**config.mk**
```make
export PLATFORM = sky130hd
export DESIGN_NAME = v_duty_sched
export DESIGN_NICKNAME = d
export VERILOG_FILES = /design/src/rtl/v_duty_sched.sv
export SDC_FILE = /design/constraint.sdc
export NUM_CORES = 1
export LEC_CHECK = 0
export ABC_AREA = 0
export ABC_CLOCK_PERIOD_IN_PS = 4600
export CORE_UTILIZATION = 30
export DETAILED_ROUTE_END_ITERATION = 6
export GPL_TIMING_DRIVEN = 1
export PLACE_DENSITY_LB_ADDON = 0.15
export SLEW_MARGIN = 20
export SYNTH_ARGS = -nofsm -noshare
export SYNTH_HDL_FRONTEND = slang
export SYNTH_SLANG_ARGS = --single-unit
export TNS_END_PERCENT = 50
```
**constraint.sdc**
```tcl
create_clock -name iODCK -period 4.6 [get_ports iODCK]
set_input_delay 1.38 -clock iODCK [delete_from_list [all_inputs] [get_ports iODCK]]
set_output_delay 1.38 -clock iODCK [all_outputs]
set_load 0.01 [all_outputs]
```
**src/rtl/v_duty_sched.sv**
```systemverilog
// rtl/v_duty_sched.sv - per-block backlight duty scheduler driven by VSYNC/DE timing
module v_duty_sched #(
    parameter int LPB  = 270,
    parameter int NBLK = 4
) (
    input  logic       iODCK,
    input  logic       iRST,
    input  logic       iVSYNC,
    input  logic       iDE,
    input  logic [1:0] iDutySW,
    input  logic       iDutyWr,
    input  logic [1:0] iDutyAddr,
    input  logic [8:0] iDutyData,
    output logic       oV_Duty,
    output logic [1:0] oBlk,
    output logic       oBlkStart,
    output logic       oFrameDone,
    output logic       oFrameErr,
    output logic       oBusy
);
    localparam logic [8:0] LPB_W    = 9'(LPB);
    localparam logic [8:0] LPB_M1   = 9'(LPB - 1);
    localparam logic [1:0] LAST_BLK = 2'(NBLK - 1);

    typedef enum logic [1:0] {S_IDLE, S_WAIT_DE, S_ACTIVE, S_BLANK} state_t;

    state_t     state_q, state_d;
    logic [8:0] lc_q, lc_d;
    logic [1:0] bc_q, bc_d;
    logic       vduty_q, vduty_d;
    logic       blk_start_q, blk_start_d;
    logic       frame_done_q, frame_done_d;
    logic       frame_err_q, frame_err_d;
    logic       vs_q, vs_prev_q, de_q, de_prev_q;
    logic [8:0] sh_q  [4];
    logic [8:0] act_q [4];
    logic [1:0] mode_q;
    logic [8:0] eff_duty;
    logic       vs_rise, de_fall;

    assign vs_rise = vs_q & ~vs_prev_q;
    assign de_fall = de_prev_q & ~de_q;

    // VSYNC history resets high so a sync already asserted at release is not seen as a rise
    always_ff @(posedge iODCK or posedge iRST) begin
        if (iRST) begin
            vs_q      <= 1'b1;
            vs_prev_q <= 1'b1;
            de_q      <= 1'b0;
            de_prev_q <= 1'b0;
        end else begin
            vs_q      <= iVSYNC;
            vs_prev_q <= vs_q;
            de_q      <= iDE;
            de_prev_q <= de_q;
        end
    end

    // a shadow write coinciding with VS_rise lands in SH after ACT has sampled the old value
    always_ff @(posedge iODCK or posedge iRST) begin
        if (iRST) begin
            for (int i = 0; i < 4; i++) begin
                sh_q[i]  <= 9'd0;
                act_q[i] <= 9'd0;
            end
            mode_q <= 2'b00;
        end else begin
            if (iDutyWr) begin
                sh_q[iDutyAddr] <= iDutyData;
            end
            if (vs_rise) begin
                for (int i = 0; i < 4; i++) begin
                    act_q[i] <= sh_q[i];
                end
                mode_q <= iDutySW;
            end
        end
    end

    always_comb begin
        eff_duty = act_q[bc_q];
        case (mode_q)
            2'b00:   eff_duty = LPB_W;
            2'b10:   eff_duty = 9'd0;
            default: eff_duty = act_q[bc_q];
        endcase
    end

    always_ff @(posedge iODCK or posedge iRST) begin
        if (iRST) begin
            state_q      <= S_IDLE;
            lc_q         <= 9'd0;
            bc_q         <= 2'd0;
            vduty_q      <= 1'b0;
            blk_start_q  <= 1'b0;
            frame_done_q <= 1'b0;
            frame_err_q  <= 1'b0;
        end else begin
            state_q      <= state_d;
            lc_q         <= lc_d;
            bc_q         <= bc_d;
            vduty_q      <= vduty_d;
            blk_start_q  <= blk_start_d;
            frame_done_q <= frame_done_d;
            frame_err_q  <= frame_err_d;
        end
    end

    always_comb begin
        state_d      = state_q;
        lc_d         = lc_q;
        bc_d         = bc_q;
        blk_start_d  = 1'b0;
        frame_done_d = 1'b0;
        frame_err_d  = 1'b0;
        vduty_d      = (state_q == S_ACTIVE) && !vs_rise && (lc_q < eff_duty);
        case (state_q)
            S_IDLE: begin
                if (vs_rise) begin
                    state_d = S_WAIT_DE;
                    lc_d    = 9'd0;
                    bc_d    = 2'd0;
                end
            end
            S_WAIT_DE: begin
                if (vs_rise) begin
                    frame_err_d = 1'b1;
                    lc_d        = 9'd0;
                    bc_d        = 2'd0;
                end else if (de_q) begin
                    state_d     = S_ACTIVE;
                    blk_start_d = 1'b1;
                end
            end
            S_ACTIVE: begin
                if (vs_rise) begin
                    frame_err_d = 1'b1;
                    state_d     = S_WAIT_DE;
                    lc_d        = 9'd0;
                    bc_d        = 2'd0;
                end else if (de_fall) begin
                    if (lc_q == LPB_M1) begin
                        lc_d = 9'd0;
                        bc_d = bc_q + 2'd1;
                        if (bc_q == LAST_BLK) begin
                            state_d      = S_BLANK;
                            frame_done_d = 1'b1;
                        end else begin
                            blk_start_d = 1'b1;
                        end
                    end else begin
                        lc_d = lc_q + 9'd1;
                    end
                end
            end
            S_BLANK: begin
                if (vs_rise) begin
                    state_d = S_WAIT_DE;
                    lc_d    = 9'd0;
                    bc_d    = 2'd0;
                end
            end
            default: state_d = S_IDLE;
        endcase
    end

    always_comb begin
        oBusy      = (state_q != S_IDLE);
        oBlk       = bc_q;
        oV_Duty    = vduty_q;
        oBlkStart  = blk_start_q;
        oFrameDone = frame_done_q;
        oFrameErr  = frame_err_q;
    end
endmodule

```
# --- After elaboration in Yosys (flattened, before gate mapping) ---
# Cells that the tools add are included.
word_totals:
  mem_bits_ro: 0
  memories: 0
  latchBits: 0
  ram_bits: 0
  in_bits: 18
  ff_bits: 95
  elab_cells: 97
op_classes:
  bitwise_logic: 6
  add_sub_neg: 2
  order_cmp: 4
  n_reduce_logical: 13
  mux: 39
  n_div: 0
  shift: 0
  n_eq_ne: 13
  mul: 0
op_table:
  columns: ["cell", "n"]
  rows:
  - ["$mux W9", 7]
  - ["$bwmux W36", 1]
  - ["$pmux W9 S2", 2]
  - ["$mux W2", 11]
  - ["$bmux W9 S2", 1]
  - ["$demux W9 S2", 1]
  - ["$mux W1", 13]
  - ["$add A9 B1 Y9 const B", 1]
  - ["$eq A9 B9 Y1 const B", 1]
  - ["$lt A9 B9 Y1", 1]
  - ["$eq A2 B2 Y1 const B", 4]
  - ["$ge A3 B3 Y1 const B", 2]
  - ["$ne A3 B2 Y1 const B", 2]
  - ["$not A2 Y3", 2]
  - ["$pmux W2 S3", 1]
  - ["$reduce_and A6 Y1", 1]
  - ["$logic_not A2 Y1", 2]
  - ["$ne A2 B1 Y1 const B", 2]
  - ["$ne A2 B2 Y1 const B", 2]
  - ["$pmux W2 S2", 1]
  - ["$reduce_or A2 Y1", 2]
  - ["$logic_and A1 B1 Y1", 3]
  - ["$lt A3 B1 Y1 const B", 1]
  - ["$ne A3 B3 Y1 const B", 1]
  - ["other kinds (10)", 12]

# --- Depth between registers and ports, before layout ---
# Gate-level depths: netlist of the first run.
depth:
  depth_word: 7
  depth_mapped: 8
  depth_no_buf: 7

# --- Worst setup path after synthesis of the first run ---
# Ideal clock, no wire load.
synth_path:
  path_kind: "reg-to-reg"
  start: "reg bc_q[0], in the netlist oBlk[0]"
  end: "reg vduty_q, in the netlist oV_Duty"
  synth_period_minus_slack_ps: 2523
  arrival_time_ps: 2437
  slack_ps: 2077
  required_ps: 4514
  path_stages_with_launch: 9
  cell_sequence: "dfrtp_1 buf_1 mux4_2 a21oi_1 ha_1 nand4_1 o21ai_0 or3_1 nor3_1"
synth_via:
  elab_chain_len: 7
synth_lines:
  columns: ["element", "line", "source"]
  rows:
  - ["start, declared", "29", "logic [1:0] bc_q, bc_d;"]
  - ["start signal, assigned", "93", "bc_q <= 2'd0;"]
  - ["start signal, assigned", "101", "bc_q <= bc_d;"]
  - ["$not A2 Y3 (implied by the code)", "85", "default: eff_duty = act_q[bc_q];"]
  - ["$bmux W9 S2", "85", null]
  - ["$mux W9 (implied by the code) (2 in series)", "85", null]
  - ["$pmux W9 S2", "82", "case (mode_q)"]
  - ["$lt A9 B9 Y1", "116", "vduty_d = (state_q == S_ACTIVE) && !vs_rise && (lc_q < eff_duty);"]
  - ["$logic_and A1 B1 Y1", "116", null]
  - ["net vduty_d", "30", "logic vduty_q, vduty_d;"]
  - ["end signal, assigned", "102", "vduty_q <= vduty_d;"]
  - ["end, declared", "30", null]
# The timed path passes the listed nets, and every way through them passes these cells. The select of a mux whose other input is x is not followed.
# A chain may end at the register's enable or synchronous reset.

# --- Worst setup path in the final report of the first run ---
layout_path:
  start: "reg bc_q[0], in the netlist oBlk[0]"
  end: "out oBlk[0]"
layout_lines:
  columns: ["element", "line", "source"]
  rows:
  - ["end, declared", "15", "output logic [1:0] oBlk,"]
# No word-level cell between the ends.

==> results of run 1 <==
## through the flow
stage / area, sq um / hold WS, ps
2_1_floorplan: 4240 / 358
5_1_grt: 4970 / 387
3_3_place_gp: 4690 / 369
3_5_place_dp: 4690 / 372
6_report: 4970 / 382
4_1_cts: 4970 / 383
## registers in the layout (all words and copies together), names as in the netlist
name        count
lc_q            9
sh_q           36
state_q         2
oFrameDone      1
oFrameErr       1
vs_prev_q       1
vs_q            1
act_q          36
oBlkStart       1
de_q            1
de_prev_q       1
oBlk            2
mode_q          2
oV_Duty         1
## cells in the mapped netlist, types with 2 or more instances
cell type,instances,area share
and2_1,2,0.0029
or4b_4,2,0.0065
xnor2_1,4,0.0083
nand3_1,6,0.0071
mux2_2,36,0.096
inv_1,10,0.0088
a211oi_1,3,0.0053
clkbuf_1,11,0.0097
xor2_1,2,0.0041
ha_1,14,0.041
nor2_1,10,0.0088
dfstp_2,2,0.012
a21oi_1,9,0.011
mux2_4,2,0.0071
buf_1,3,0.0027
nand2_1,123,0.11
dfrtp_1,93,0.55
o21ai_0,5,0.0059
mux4_2,9,0.048
nor2b_1,3,0.0044
nand4_1,4,0.0059
mux2i_1,2,0.0047
nor3_1,3,0.0035
nand3b_1,3,0.0053
## kinds of logic after synthesis
family          share of synthesized area
mux                                 0.155
flops                               0.561
fa+ha+maj                          0.0413
compound gates                     0.0422
simple gates                        0.167
xor+xnor                           0.0124
buf+inv                            0.0212
## power breakdown
part | switching (W) | internal, W | total [W]
logic | 0.000206 | 0.000241 | 0.000447
clock network | 0.000310 | 0.000392 | 0.000702
registers | 0.000107 | 0.000987 | 0.00109
## area by class of cell
class                      count  area, sq um
sequential                    95         2380
tap                          180          225
fill                        1395         8860
timing repair buffer          28          270
clock inverter                 2         17.5
clock buffer                  12          256
multi-input combinational    259         1780
inverter                      10         38.8
## path summary, 6_finish.rpt
kind	from	endpoint	slack [ps]	depth (start not counted)
setup / recovery	oBlk[0]	oBlk[0]	1360	1
hold reg to reg	vs_q	vs_prev_q	380	0
setup reg to reg	oBlk[0]	oV_Duty	1810	7
max in group asynchronous	iRST	sh_q[31]	2180	3
hold / removal	vs_q	vs_prev_q	380	0
min in group asynchronous	iRST	act_q[33]	1520	2
## layout by cell type, fill, tap and decap left out, drive strengths merged, types with 3 or more instances in the layout
cell	instances
nand3b	3
nand2	123
nand3	6
nor2	10
nor2b	3
mux4	9
o21ai	6
clkdlybuf4s50	24
clkbuf	12
mux2	38
buf	4
dfrtp	93
a211oi	3
xnor2	4
ha	14
a21oi	9
nand4	4
nor3	3
inv	9
clkinv	3
## layer usage
layer,GRT usage,part of all wire,vias to the layer above
met5,0,0,-
met4,0.0417,0.013,0
met3,0.0432,0.030,11
met2,0.215,0.47,26
met1,0.181,0.48,1341
li1,-,-,1334
==> results.ini, run 1 <==
[outcome]
outcome = finished clean

[route]
drt_iter0_markers = 190
drt_pass1_iterations = 4
via_count = 2712
vias_per_cell = 4.63
ant_nets = 0
drcViolationCount = 0
routed_wl_microns = 8890
wire_per_inst_microns = 15.2

[placement]
port_buffers = 24
place.gp.congestion = 0.731
pre_cts_ws_ps = 1650
dp_cells = 572
dpl.hpwl_microns = 5810

[global_routing]
grt_pass1_vias = 2786
grt_max_degree = 52
grt_pass1_wl_microns = 15100
antenna_found_initial = 0
grt-ovfl-total = 0
grt_usage = 0.137

[cells_and_area]
syn_to_final_growth_pct = 17.0
antenna_cells = 0
fin_nets = 435
layout.cells.non_filler = 586
drive_above_1_share = 0.177
utilization = 0.359

[synthesis]
synth_nets = 410
synth-seq-cells = 95
syn_area_sq_mm = 0.00424
synth-edff-count = 0
ys_seq_area_frac = 0.561
synth_cell_types = 41
synth_cells = 378
async_flop_share = 1.00
syn_avg_cell_area_sq_um = 11.2
synth_flop_cell = dfrtp_1
yosysWarnings = 0

[timing]
setup_viol = 0
tns_ps = 0
rsz0062_at_grt = no
period_minus_slack_ps = 3240
tightest_slew_ps = 1040
finClkSkew_ps = 5.55
hold_viol = 0
finalCritPeriodShare = 0.704
drv_slew = 0
relSlewSlack = 0.308
fmax_mhz = 309
setup_ws_ps = 1360

[clock_tree]
clockBufferDepth = 2
htreeDepth = 3
cts_tree = built
numClockSinks = 95
cts_setup_buffers = 0
clock_latency_ps = 340
cts-root-buf = clkbuf_16
cts_buffers = 9
path_clk_slew_ps = 60
ctsHoldBuffers = 0
cts_resized = 0

[power]
p_total_w = 0.00224
p_leak_nw = 2.26
p_per_area_mw_per_mm2 = 452
vdd_drop_max_v = 0.000194

[worst_setup_path]
slowest_delay_ps = 850
crit_family = flip-flops
path_class = reg2out
path_buf_inv = 1
crit_path_start_kind = flop
worstPathRequired_ps = 3220
cp.arrival_ps = 1860
path_cells = clkdlybuf4s50_1
crit_path_max_fanout = 13
slowest_stage = dfrtp_1
endpoint_kind = primary output

[die]
initial_core_util = 0.307
num_rows = 43
coreArea_sq_mm = 0.0138
io_pins = 25
die-height_microns = 121
fp.dieArea_sq_mm = 0.0146
die_w_microns = 121

[worst_hold_path]
hold_class = reg2reg

[run]
maxCapViolations = 0

Note: power is estimated with default switching activity, not from simulation.
==> inputs of run 2 (changes only) <==
ABC_CLOCK_PERIOD_IN_PS = 3000   (was 4600)
clock period = 3 ns   (was 4.6 ns; I/O delays follow)
==> results.ini, run 2 (synthesized netlist as in run 1, its figures left out) <==
[timing]
rsz0062_at_grt = no  ; unchanged
fmax_mhz = 380
whs_ps = 379  ; was 382 ps
setup_viol = 0  ; unchanged
drv_slew = 0  ; unchanged
hold_viol = 0  ; unchanged
finClkSkew_ps = 7.02  ; was 5.55 ps
period_minus_slack_ps = 2630
finalCritPeriodShare = 0.877
tightest_slew_ps = 680  ; was 1040 ps
relSlewSlack = 0.540  ; was 0.308
tns_ps = 0  ; unchanged

[route]
drt_iter0_markers = 110  ; was 190
ant_nets = 0  ; unchanged
vias_per_cell = 4.64  ; was 4.63
wire_per_inst_microns = 14.9  ; was 15.2 microns
via_count = 2745  ; was 2712
drcViolationCount = 0  ; unchanged
routed_wl_microns = 8790  ; was 8890 microns
drt_pass1_iterations = 4  ; unchanged

[die]
io_pins = 25  ; unchanged
fp.dieArea_sq_mm = 0.0146  ; unchanged
die-height_microns = 121  ; unchanged
initial_core_util = 0.307  ; unchanged
num_rows = 43  ; unchanged
die_w_microns = 121  ; unchanged
coreArea_sq_mm = 0.0138  ; unchanged

[clock_tree]
clockBufferDepth = 2  ; unchanged
htreeDepth = 3  ; unchanged
numClockSinks = 95  ; unchanged
path_clk_slew_ps = 70  ; was 60 ps
clock_latency_ps = 340  ; about the same
ctsHoldBuffers = 0  ; unchanged
cts_resized = 0  ; unchanged
cts_buffers = 9  ; unchanged
cts-root-buf = clkbuf_16  ; unchanged
cts_tree = built  ; unchanged
cts_setup_buffers = 0  ; unchanged

[global_routing]
grt_usage = 0.138  ; was 0.137
antenna_found_initial = 0  ; unchanged
grt_pass1_wl_microns = 15300  ; was 15100 microns
grt_max_degree = 45  ; was 52
grt_pass1_vias = 2905  ; was 2786
grt-ovfl-total = 0  ; unchanged

[cells_and_area]
syn_to_final_growth_pct = 18.7  ; was 17.0%
multi_input_area_sq_mm = 0.00178  ; unchanged
mostFrequentLayoutCells = nand2_1 (123), dfrtp_1 (93), mux2_2 (36)  ; unchanged
fin_nets = 439  ; was 435
largestRegisters = act_q (36), sh_q (36), lc_q (9)  ; unchanged
final_common_cell = nand2_1  ; unchanged
drive_above_1_share = 0.185  ; was 0.177
utilization = 0.364  ; was 0.359
fillerInstances = 1396  ; was 1395
seq_area_sq_mm = 0.00238  ; unchanged
antenna_cells = 0  ; unchanged

[power]
swShare = 0.275  ; was 0.278
seqPwrFrac = 0.474  ; was 0.488
p_sw_w = 0.000967  ; was 0.000624 W
p_per_area_mw_per_mm2 = 697  ; was 452 mW/mm^2
pwr-share-clk = 0.324  ; was 0.313
internal_power_w = 0.00254  ; was 0.00162 W
p_total_w = 0.00351  ; was 0.00224 W
vdd_drop_max_v = 0.000412  ; was 0.000194 V
p_leak_nw = 2.28  ; was 2.26 nW
p_comb_frac = 0.202  ; was 0.199

[worst_setup_path]
crit_path_max_fanout = 12  ; was 13
path_class = reg2out  ; unchanged
slowest_delay_ps = 730  ; was 850 ps
cp.arrival_ps = 1730  ; was 1860 ps
slowest_stage = dfrtp_1  ; unchanged
crit_family = flip-flops  ; unchanged
crit_path_start_kind = flop  ; unchanged
endpoint_kind = primary output  ; unchanged
path_buf_inv = 1  ; unchanged
worstPathRequired_ps = 2100  ; was 3220 ps
path_cells = clkdlybuf4s50_1  ; unchanged

[run]
maxCapViolations = 0  ; unchanged

[placement]
place.gp.congestion = 0.800  ; was 0.731
dpl.hpwl_microns = 6010  ; was 5810 microns
port_buffers = 24  ; unchanged

[outcome]
outcome = finished clean  ; unchanged

[worst_hold_path]
hold_class = reg2reg  ; unchanged

==> run 2: path summary, 6_finish.rpt <==
kind,slack (ps),cells after the start,from,end
max,370,1,oBlk[1],oBlk[1]
min,380,0,vs_q,vs_prev_q
max reg2reg,550,6,lc_q[1],oBlk[0]
min reg2reg,380,0,vs_q,vs_prev_q
max in group asynchronous,1450,3,iRST,act_q[17]
min in group asynchronous,960,2,iRST,de_q
==> run 2: power by group through the flow <==
stage	clock network [W]	logic, W	registers [W]
after floorplan	0	0.000527	0.00163
after global placement	0	0.000710	0.00168
after detailed placement	0	0.000720	0.00169
after CTS	0.00117	0.000724	0.00167
after global routing	0.00122	0.000806	0.00170
final	0.00114	0.000710	0.00166
==> run 2: layer usage <==
| layer | share of wire | vias up | track usage |
|---|---|---|---|
| li1 | - | 1350 | - |
| met1 | 0.49 | 1353 | 0.182 |
| met2 | 0.46 | 31 | 0.216 |
| met3 | 0.025 | 11 | 0.0329 |
| met4 | 0.018 | 0 | 0.0579 |
| met5 | 0 | - | 0 |
==> run 2: cell type report <==
cell class | count | area share
sequential | 95 | 0.472
multi-input combinational | 259 | 0.353
timing repair buffer | 32 | 0.0646
clock buffer | 11 | 0.0462
tap | 180 | 0.0447
clock inverter | 4 | 0.0109
inverter | 10 | 0.00820
==> run 2: worst register-to-register path: stages (launching register included) <==
cell and delay [ps]:
dfrtp_1 460, inv_1 90, ha_1 130, or4b_4 460, or4b_4 570, o21ai_4 300, mux2_4 330
==> run 2: through the flow <==
stage | std cells | cell area [sq um] | setup slack [ps]
after floorplan | 378 | 4250 | 477
after global placement | 576 | 4750 | 579
after detailed placement | 576 | 4750 | 565
after CTS | 591 | 5040 | 321
after global routing | 591 | 5040 | 279
final | 591 | 5040 | 368
